--- src/rtl/regfile_32x32_sync_pkg.sv ---
// Shared constants for the decode-stage integer register file.
package regfile_32x32_sync_pkg;

  localparam int WORD_W     = 32;
  localparam int REG_ADDR_W = 5;
  localparam int REG_COUNT  = 32;

  localparam logic [0:REG_ADDR_W-1] REG_ZERO = 5'd0;

  typedef logic [0:WORD_W-1]     word_t;
  typedef logic [0:REG_ADDR_W-1] reg_addr_t;

  // True when the index names the hardwired-zero register
  function automatic logic is_zero_reg(input reg_addr_t addr);
    return addr == REG_ZERO;
  endfunction

endpackage

--- src/rtl/regfile_32x32_sync_if.sv ---
// Writeback/decode bundle for the register file: one write port, two
// read indices, the stall input and the two registered operand buses.
interface regfile_32x32_sync_if
  import regfile_32x32_sync_pkg::*;
#(
  parameter int WIDTH  = WORD_W,
  parameter int ADDR_W = REG_ADDR_W
) ();

  logic              we;
  logic [0:ADDR_W-1] wr_addr;
  logic [0:WIDTH-1]  wr_data;
  logic [0:ADDR_W-1] rd_addr_a;
  logic [0:ADDR_W-1] rd_addr_b;
  logic              hold;
  logic [0:WIDTH-1]  busA;
  logic [0:WIDTH-1]  busB;

  modport master (
    output we, wr_addr, wr_data, rd_addr_a, rd_addr_b, hold,
    input  busA, busB
  );

  modport slave (
    input  we, wr_addr, wr_data, rd_addr_a, rd_addr_b, hold,
    output busA, busB
  );

endinterface

--- src/rtl/mux2to1_32bit.sv ---
// Library 2:1 word multiplexer; sel=1 picks b.
module mux2to1_32bit
  import regfile_32x32_sync_pkg::*;
#(
  parameter int WIDTH = WORD_W
) (
  input  logic             sel,
  input  logic [0:WIDTH-1] a,
  input  logic [0:WIDTH-1] b,
  output logic [0:WIDTH-1] y
);

  assign y = sel ? b : a;

endmodule

--- src/rtl/mux32to1_32bit.sv ---
// Library 32:1 word multiplexer indexed by a register number.
module mux32to1_32bit
  import regfile_32x32_sync_pkg::*;
#(
  parameter int WIDTH = WORD_W,
  parameter int SEL_W = REG_ADDR_W
) (
  input  logic [0:WIDTH-1] din [2**SEL_W],
  input  logic [0:SEL_W-1] sel,
  output logic [0:WIDTH-1] dout
);

  assign dout = din[sel];

endmodule

--- src/rtl/regfile_read_port.sv ---
// One registered read port: array select, write-through bypass, R0 zero
// force, then the operand flop that doubles as the ID/EX register.
module regfile_read_port
  import regfile_32x32_sync_pkg::*;
#(
  parameter int WIDTH  = WORD_W,
  parameter int ADDR_W = REG_ADDR_W
) (
  input  logic              clk,
  input  logic              rst_n,
  input  logic [0:WIDTH-1]  regs [2**ADDR_W],
  input  logic [0:ADDR_W-1] rd_addr,
  input  logic              we,
  input  logic [0:ADDR_W-1] wr_addr,
  input  logic [0:WIDTH-1]  wr_data,
  input  logic              hold,
  output logic [0:WIDTH-1]  rd_data
);

  localparam logic [0:WIDTH-1] ZERO_WORD = '0;

  logic [0:WIDTH-1] array_word;
  logic [0:WIDTH-1] bypass_word;
  logic [0:WIDTH-1] next_word;
  logic             bypass_hit;
  logic             zero_hit;

  // A write to R0 never bypasses because the zero force sits last.
  assign bypass_hit = we && (wr_addr == rd_addr);
  assign zero_hit   = (rd_addr == '0);

  mux32to1_32bit #(.WIDTH(WIDTH), .SEL_W(ADDR_W)) u_array_mux (
    .din  (regs),
    .sel  (rd_addr),
    .dout (array_word)
  );

  mux2to1_32bit #(.WIDTH(WIDTH)) u_bypass_mux (
    .sel (bypass_hit),
    .a   (array_word),
    .b   (wr_data),
    .y   (bypass_word)
  );

  mux2to1_32bit #(.WIDTH(WIDTH)) u_zero_mux (
    .sel (zero_hit),
    .a   (bypass_word),
    .b   (ZERO_WORD),
    .y   (next_word)
  );

  // Capture the selected operand unless the pipeline is stalled
  always_ff @(posedge clk) begin
    if (!rst_n) begin
      rd_data <= '0;
    end else if (!hold) begin
      rd_data <= next_word;
    end
  end

endmodule

--- src/rtl/regfile_32x32_sync.sv ---
// 32x32 integer register file with R0 hardwired to zero, one write port
// and two registered read ports with same-cycle write-through.
module regfile_32x32_sync
  import regfile_32x32_sync_pkg::*;
#(
  parameter int WIDTH  = WORD_W,
  parameter int ADDR_W = REG_ADDR_W
) (
  input  logic                 clk,
  input  logic                 rst_n,
  regfile_32x32_sync_if.slave  bus
);

  localparam int NREGS = 2**ADDR_W;

  logic [NREGS-1:0] wr_sel;
  logic [0:WIDTH-1] regs [NREGS];

  // One-hot write decode gated by we; the R0 line is tied low
  always_comb begin
    wr_sel = '0;
    if (bus.we) begin
      wr_sel[bus.wr_addr] = 1'b1;
    end
    wr_sel[0] = 1'b0;
  end

  // Register array: reset clears every entry and drops any same-cycle write
  always_ff @(posedge clk) begin
    if (!rst_n) begin
      for (int i = 0; i < NREGS; i++) begin
        regs[i] <= '0;
      end
    end else begin
      for (int i = 0; i < NREGS; i++) begin
        if (wr_sel[i]) begin
          regs[i] <= bus.wr_data;
        end
      end
    end
  end

  regfile_read_port #(.WIDTH(WIDTH), .ADDR_W(ADDR_W)) u_port_a (
    .clk     (clk),
    .rst_n   (rst_n),
    .regs    (regs),
    .rd_addr (bus.rd_addr_a),
    .we      (bus.we),
    .wr_addr (bus.wr_addr),
    .wr_data (bus.wr_data),
    .hold    (bus.hold),
    .rd_data (bus.busA)
  );

  regfile_read_port #(.WIDTH(WIDTH), .ADDR_W(ADDR_W)) u_port_b (
    .clk     (clk),
    .rst_n   (rst_n),
    .regs    (regs),
    .rd_addr (bus.rd_addr_b),
    .we      (bus.we),
    .wr_addr (bus.wr_addr),
    .wr_data (bus.wr_data),
    .hold    (bus.hold),
    .rd_data (bus.busB)
  );

endmodule

--- src/flat_wrapper.sv ---
// flat-port wrapper written by rule: the top's interface ports become plain ports
module regfile_32x32_sync_flat import regfile_32x32_sync_pkg::*;
#(
  parameter int WIDTH  = WORD_W,
  parameter int ADDR_W = REG_ADDR_W
)
  (clk, rst_n, bus_we, bus_wr_addr, bus_wr_data, bus_rd_addr_a, bus_rd_addr_b, bus_hold, bus_busA, bus_busB);
  regfile_32x32_sync_if #(.WIDTH(WIDTH), .ADDR_W(ADDR_W)) bus_i ();
  input  logic clk;
  input  logic rst_n;
  input wire logic [$bits(bus_i.we)-1:0] bus_we;
  input wire logic [$bits(bus_i.wr_addr)-1:0] bus_wr_addr;
  input wire logic [$bits(bus_i.wr_data)-1:0] bus_wr_data;
  input wire logic [$bits(bus_i.rd_addr_a)-1:0] bus_rd_addr_a;
  input wire logic [$bits(bus_i.rd_addr_b)-1:0] bus_rd_addr_b;
  input wire logic [$bits(bus_i.hold)-1:0] bus_hold;
  output wire logic [$bits(bus_i.busA)-1:0] bus_busA;
  output wire logic [$bits(bus_i.busB)-1:0] bus_busB;
  assign bus_i.we = bus_we;
  assign bus_i.wr_addr = bus_wr_addr;
  assign bus_i.wr_data = bus_wr_data;
  assign bus_i.rd_addr_a = bus_rd_addr_a;
  assign bus_i.rd_addr_b = bus_rd_addr_b;
  assign bus_i.hold = bus_hold;
  assign bus_busA = bus_i.busA;
  assign bus_busB = bus_i.busB;
  regfile_32x32_sync #(.WIDTH(WIDTH), .ADDR_W(ADDR_W)) u_core (.clk(clk), .rst_n(rst_n), .bus(bus_i));
endmodule
--- config.mk ---
export PLATFORM = sky130hd
export DESIGN_NAME = regfile_32x32_sync_flat
export DESIGN_NICKNAME = d
export VERILOG_FILES = /design/src/rtl/regfile_32x32_sync_pkg.sv /design/src/rtl/regfile_32x32_sync_if.sv /design/src/rtl/mux2to1_32bit.sv /design/src/rtl/mux32to1_32bit.sv /design/src/rtl/regfile_read_port.sv /design/src/rtl/regfile_32x32_sync.sv /design/src/flat_wrapper.sv
export SDC_FILE = /design/constraint.sdc
export NUM_CORES = 2
export LEC_CHECK = 0
export CAP_MARGIN = 15
export CORE_ASPECT_RATIO = 1.1
export CORE_MARGIN = 1.5
export CORE_UTILIZATION = 40
export DETAILED_ROUTE_END_ITERATION = 8
export DONT_BUFFER_PORTS = 1
export PLACE_DENSITY_LB_ADDON = 0.1
export SLEW_MARGIN = 15
export SYNTH_ARGS = -nofsm -noshare
export SYNTH_HDL_FRONTEND = slang
export SYNTH_HIERARCHICAL = 1
export SYNTH_SLANG_ARGS = --single-unit
--- constraint.sdc ---
create_clock -name clk -period 2.15 [get_ports clk]
set_input_delay 0.43 -clock clk [delete_from_list [all_inputs] [get_ports clk]]
set_output_delay 0.43 -clock clk [all_outputs]
set_load 0.02 [all_outputs]
After elaboration in Yosys (flattened, before gate mapping)
Index checks and enable logic that the tools add are counted.
W data, S select, Z words.
{"block": "op_classes", "add_sub_neg": 0, "order_cmp": 4, "n_reduce_logical": 5, "shift": 0, "bitwise_logic": 2, "n_div": 0, "mux": 13, "eq_ne": 2, "multipliers": 0}
{"operator": "$bmux W32 S5", "n": 2}
{"operator": "$mux W32", "n": 9}
{"operator": "$ge A6 B6 Y1 const B", "n": 2}
{"operator": "$not A5 Y6", "n": 2}
{"operator": "$eq A5 B5 Y1", "n": 2}
{"operator": "$logic_not A5 Y1", "n": 2}
{"operator": "$lt A5 B6 Y1 const B", "n": 1}
{"operator": "$demux W1 S5", "n": 1}
{"operator": "$ge A5 B1 Y1 const B", "n": 1}
{"operator": "$logic_and A1 B1 Y1", "n": 3}
{"operator": "$mux W1", "n": 1}
{"block": "word_totals", "wordCells": 59, "output_inout_bits": 64, "ram_bits": 0, "romBits": 0, "register_bits": 1056, "in_bits": 51, "latch_bits": 0, "memories": 0}

Depth between registers and ports, before layout
{"block": "depth", "word_depth": 6, "mapped_depth": 12}

By module
Netlist, hierarchy kept.
{"mod": "regfile_32x32_sync", "area_each_um2": 35192.5, "n_inst": 1, "cells_each": 3369}
{"mod": "mux32to1_32bit", "area_each_um2": 8887.3, "n_inst": 2, "cells_each": 1158}
{"mod": "regfile_read_port", "area_each_um2": 1285.0, "n_inst": 2, "cells_each": 113}
{"mod": "mux2to1_32bit", "area_each_um2": 544.3, "n_inst": 4, "cells_each": 36}

Least setup slack after synthesis
No wires, ideal clock.
{"block": "synth_timing", "path_kind": "input to register", "startpoint": "in bus_rd_addr_a[1]", "endpoint": "reg u_core/u_port_a/rd_data[10] (netlist bit)", "cell_stages": 12, "setup_ns": 0.116, "setup_slack_ns": -0.156, "required_time_ns": 2.034, "path_buffers": 4, "arrival_time_ns": 2.190, "path_cell_list": "buf_4 > buf_6 > buf_6 > buf_6 > mux2i_1 > a22oi_1 > a31oi_1 > nand3_1 > mux2_4 > mux2_4 > mux2i_1 > nor2b_1"}
{"block": "synth_via", "elab_chain_len": 6}
{"element": "start: declaration", "line_no": "flat_wrapper.sv:14", "source": "input wire logic [$bits(bus_i.rd_addr_a)-1:0] bus_rd_addr_a;"}
{"element": "$not A5 Y6 (implied by the code)", "line_no": "mux32to1_32bit.sv:13", "source": "assign dout = din[sel];"}
{"element": "$bmux W32 S5", "line_no": "mux32to1_32bit.sv:13"}
{"element": "$mux W32 (implied by the code) (2 in a row)", "line_no": "mux32to1_32bit.sv:13"}
{"element": "net u_core.u_port_a.array_word (one bit)", "line_no": "regfile_read_port.sv:22", "source": "logic [0:WIDTH-1] array_word;"}
{"element": "$mux W32", "line_no": "mux2to1_32bit.sv:13", "source": "assign y = sel ? b : a;"}
{"element": "net u_core.u_port_a.bypass_word (one bit)", "line_no": "regfile_read_port.sv:23", "source": "logic [0:WIDTH-1] bypass_word;"}
{"element": "$mux W32", "line_no": "mux2to1_32bit.sv:13"}
{"element": "net u_core.u_port_a.next_word (one bit)", "line_no": "regfile_read_port.sv:24", "source": "logic [0:WIDTH-1] next_word;"}
{"element": "end signal: assignment", "line_no": "regfile_read_port.sv:57", "source": "rd_data <= next_word;"}
{"element": "end: declaration", "line_no": "regfile_read_port.sv:17", "source": "output logic [0:WIDTH-1] rd_data"}
The timed path passes the listed nets, and every way through them passes these cells. The select of a mux whose other input is x is not followed.
A chain may end at the register's enable or synchronous reset.

Worst setup path in the final report
Ends and elaborated chain as after synthesis.

==> out/results.tsv <==
stage	metric	value	unit
clocking	htreeDepth	3	
sta	whs	-144	ps
routing	first_iter_violations	3699	
routing	drc	0	
clocking	clk_pin_slew	60	ps
worst_setup_path	critPathKind	input port to flop	
placed_design	port-buffer-count	0	
floorplan	coreArea	144000	µm²
power_and_ir_drop	powerDensity	687	nW/µm²
routing	route.vias.total	46520	
sta	fin_crit_sh	126	%
floorplan	io_pins	115	
sta	finalMaxSlewViolations	130	
synth	synth-simple-area-share	11.5	%
worst_setup_path	critPathCaptureType	flop	
synth	synth_fa_ha_area_share	0	%
grt	overflow	0	
synth	synth-seq-cells	1056	
synth	synth_top_family_by_area	multiplexers	
routing	routed_via_density	5.64	
clocking	cts_tree	yes	
finish	nFillCells	13629	
floorplan	die_area	147000	µm²
grt	grt_max_degree	915	
synth	synth.avg_cell_area	9.53	µm²
placed_design	dpl.hpwl	126000	µm
sta	fin_crit	2710	ps
synth	synth_top_area_cell	dfxtp_1	
routing	wl_per_cell	26.7	µm
worst_setup_path	path_cells	mux2i_1, a22o_1, nor3_1, a31oi_1, nand3_1, mux2_4, mux2_4, mux2i_1, nor2b_1	
finish	mostFrequentLayoutCell	mux2i_1	
clocking	insertion_delay	760	ps
synth	synth_compound_area_share	6.80	%
sta	maxSlewHeadroom	-33.9	%
finish	layout-drive-gt1-share	12.6	%
routing	drtPass1Iterations	6	
synth	yosys-mux-area-fraction	39.4	%
clocking	cts_root_buffer	clkbuf_16	
outcome	violations	negative hold slack, max-slew violations, negative setup slack	
grt	grt_pass1_vias	45185	
sta	hold_viol	48	
grt	antenna_found_initial	1	
worst_setup_path	cp_slowest_cell	mux2i_1	
sta	rsz0062_at_grt	yes	
sta	worst_slew_pin_slew	2010	ps
sta	setup_viol	14	
clocking	numClockSinks	1056	
routing	wl	220000	µm
finish	syn2layout_area_growth	17.9	%
worst_setup_path	startpoint_type	input port	
finish	layout.nets	6263	
worst_setup_path	max_stage_delay	680	ps
synth	yosys-top-cells-area	dfxtp_1 37%, mux2i_1 36%, nand2_1 8.0%	
flow_run	drv_cap	0	
placed_design	dpl_worst_slack	-702	ps
floorplan	rows	146	
floorplan	start_util	40.2	%
synth	synth_warnings	6	
power_and_ir_drop	p_total	46.7	mW
placed_design	globalplace.congestion	0.820	
synth	synth_cells	6055	
sta	fmax	369	MHz
worst_setup_path	crit_fanout	514	
clocking	numCtsBuffers	118	
floorplan	die_x	365	µm
grt	grt_usage	28.3	%
outcome	outcome	complete, but fails checks	
clocking	cts.path.max_buffers	3	
grt	grt_first_pass_wirelength	312000	µm
synth	synth_xor_area_share	0.152	%
synth	synth_top_area_share	36.6	%
worst_setup_path	cp.arrival	3360	ps
synth	seq_area_frac_synth	36.6	%
hold_path	hp-class	input port to flop	
synth	synth.distinct_cells	36	
worst_setup_path	worstPathRequired	2800	ps
finish	mostFrequentLayoutCells	2079 x mux2i_1, 1217 x nand2_1, 1048 x dfxtp_1	
routing	antenna_left	0	
power_and_ir_drop	peakVddDrop	814	µV
power_and_ir_drop	p_leak	30.3	nW
synth	mappedNetlistArea	57700	µm²
sta	finClkSkew	27.6	ps
floorplan	die_height	401	µm
sta	fin_ws	-560	ps
==> critical path: cells and delay by family <==
family / cells / cell delay, ps
compound gates: 2 / 380
mux: 4 / 1360
simple gates: 3 / 280
==> Yosys cell counts <==
master and n:
nor3_2 1, and2b_1 2, nand4_1 1, mux2_2 8
nand3_1 196, nor4_1 2, nand2_1 1230, conb_1 3
clkbuf_4 4, mux2_4 120, buf_4 70, or2_2 2
buf_2 149, a21oi_1 192, a22o_1 128, nor4b_2 1
buf_1 31, and3_1 2, buf_6 40, and2_1 2
nand2b_1 6, clkbuf_1 291, nand4b_1 3, a31oi_1 64
nor2b_1 68, mux2i_1 2080, or3_1 3, xor2_1 8
nor2_1 17, and4bb_2 3, buf_12 12, dfxtp_1 1056
xnor2_1 2, a22oi_1 192, or4_1 2, nor3_1 64
==> per-layer routing <==
| metal | track usage [%] | share of wire, % |
|---|---|---|
| met5 | 0 | 0 |
| met4 | 8.32 | 2.8 |
| met3 | 4.25 | 6.0 |
| met2 | 44.3 | 45 |
| met1 | 40.0 | 46 |
==> flip-flops by register name (all words and copies together) (netlist names) <==
register                 count
u_core/u_port_a/rd_data     32
u_core/u_port_b/rd_data     32
u_core/regs                992
==> repair_timing <==
item / in CTS / in global routing
hold buffers: 102 / 1
cloned: 0 / 15
buffers inserted: 0 / 13
gates resized for setup: 4 / 27
setup endpoints to repair: 1 / 410
pin swaps: 2 / 14
endpoints found under the hold margin: 250 / 69
==> where the power goes <==
group / leakage (nW) / internal, mW / switching (mW)
sequential: 8.52 / 19.8 / 0.366
clock: 1.97 / 12.4 / 8.89
combinational: 19.8 / 2.41 / 2.92
total: 30.3 / 34.6 / 12.2
==> per-stage QoR <==
stage | hold slack [ps] | instance area, µm² | utilization [%] | std cells | setup TNS (ps)
2_1_floorplan | 446 | 58600 | - | 6180 | -2760
3_3_place_gp | 454 | 62100 | 43.3 | 7877 | -35880
3_5_place_dp | 461 | 62100 | 43.3 | 7877 | -39120
4_1_cts | -177 | 67200 | 46.8 | 8202 | 0
5_1_grt | -144 | 68000 | 47.4 | 8242 | -221
6_report | -144 | 68000 | 47.4 | 8244 | -3700
==> kinds of logic after synthesis <==
group | Yosys count
compound gates | 576
xor+xnor | 10
buf+inv | 597
flops | 1056
mux | 2208
other cells | 3
simple gates | 1605
==> area by class of cell <==
| cell class | instances | area (µm²) | area share [%] |
|---|---|---|---|
| clock inverter | 32 | 448 | 0.658 |
| tap | 1924 | 2410 | 3.54 |
| antenna | 5 | 12.5 | 0.0184 |
| timing repair buffer | 509 | 6190 | 9.10 |
| clock buffer | 191 | 3560 | 5.23 |
| multi-input combinational | 4527 | 34300 | 50.4 |
| sequential | 1056 | 21200 | 31.1 |
==> worst paths after layout <==
check,startpoint,endpoint,slack [ps],cells after the start
worst max-delay path,bus_rd_addr_a[1],u_core/u_port_a/rd_data[10],-560,9
worst min-delay path,bus_hold,u_core/u_port_a/rd_data[2],-140,2
worst max register to register,u_core/regs[947],u_core/u_port_b/rd_data[12],30,9
worst min register to register,u_core/regs[246],u_core/regs[246],470,2
(Power assumes the default switching activity.)
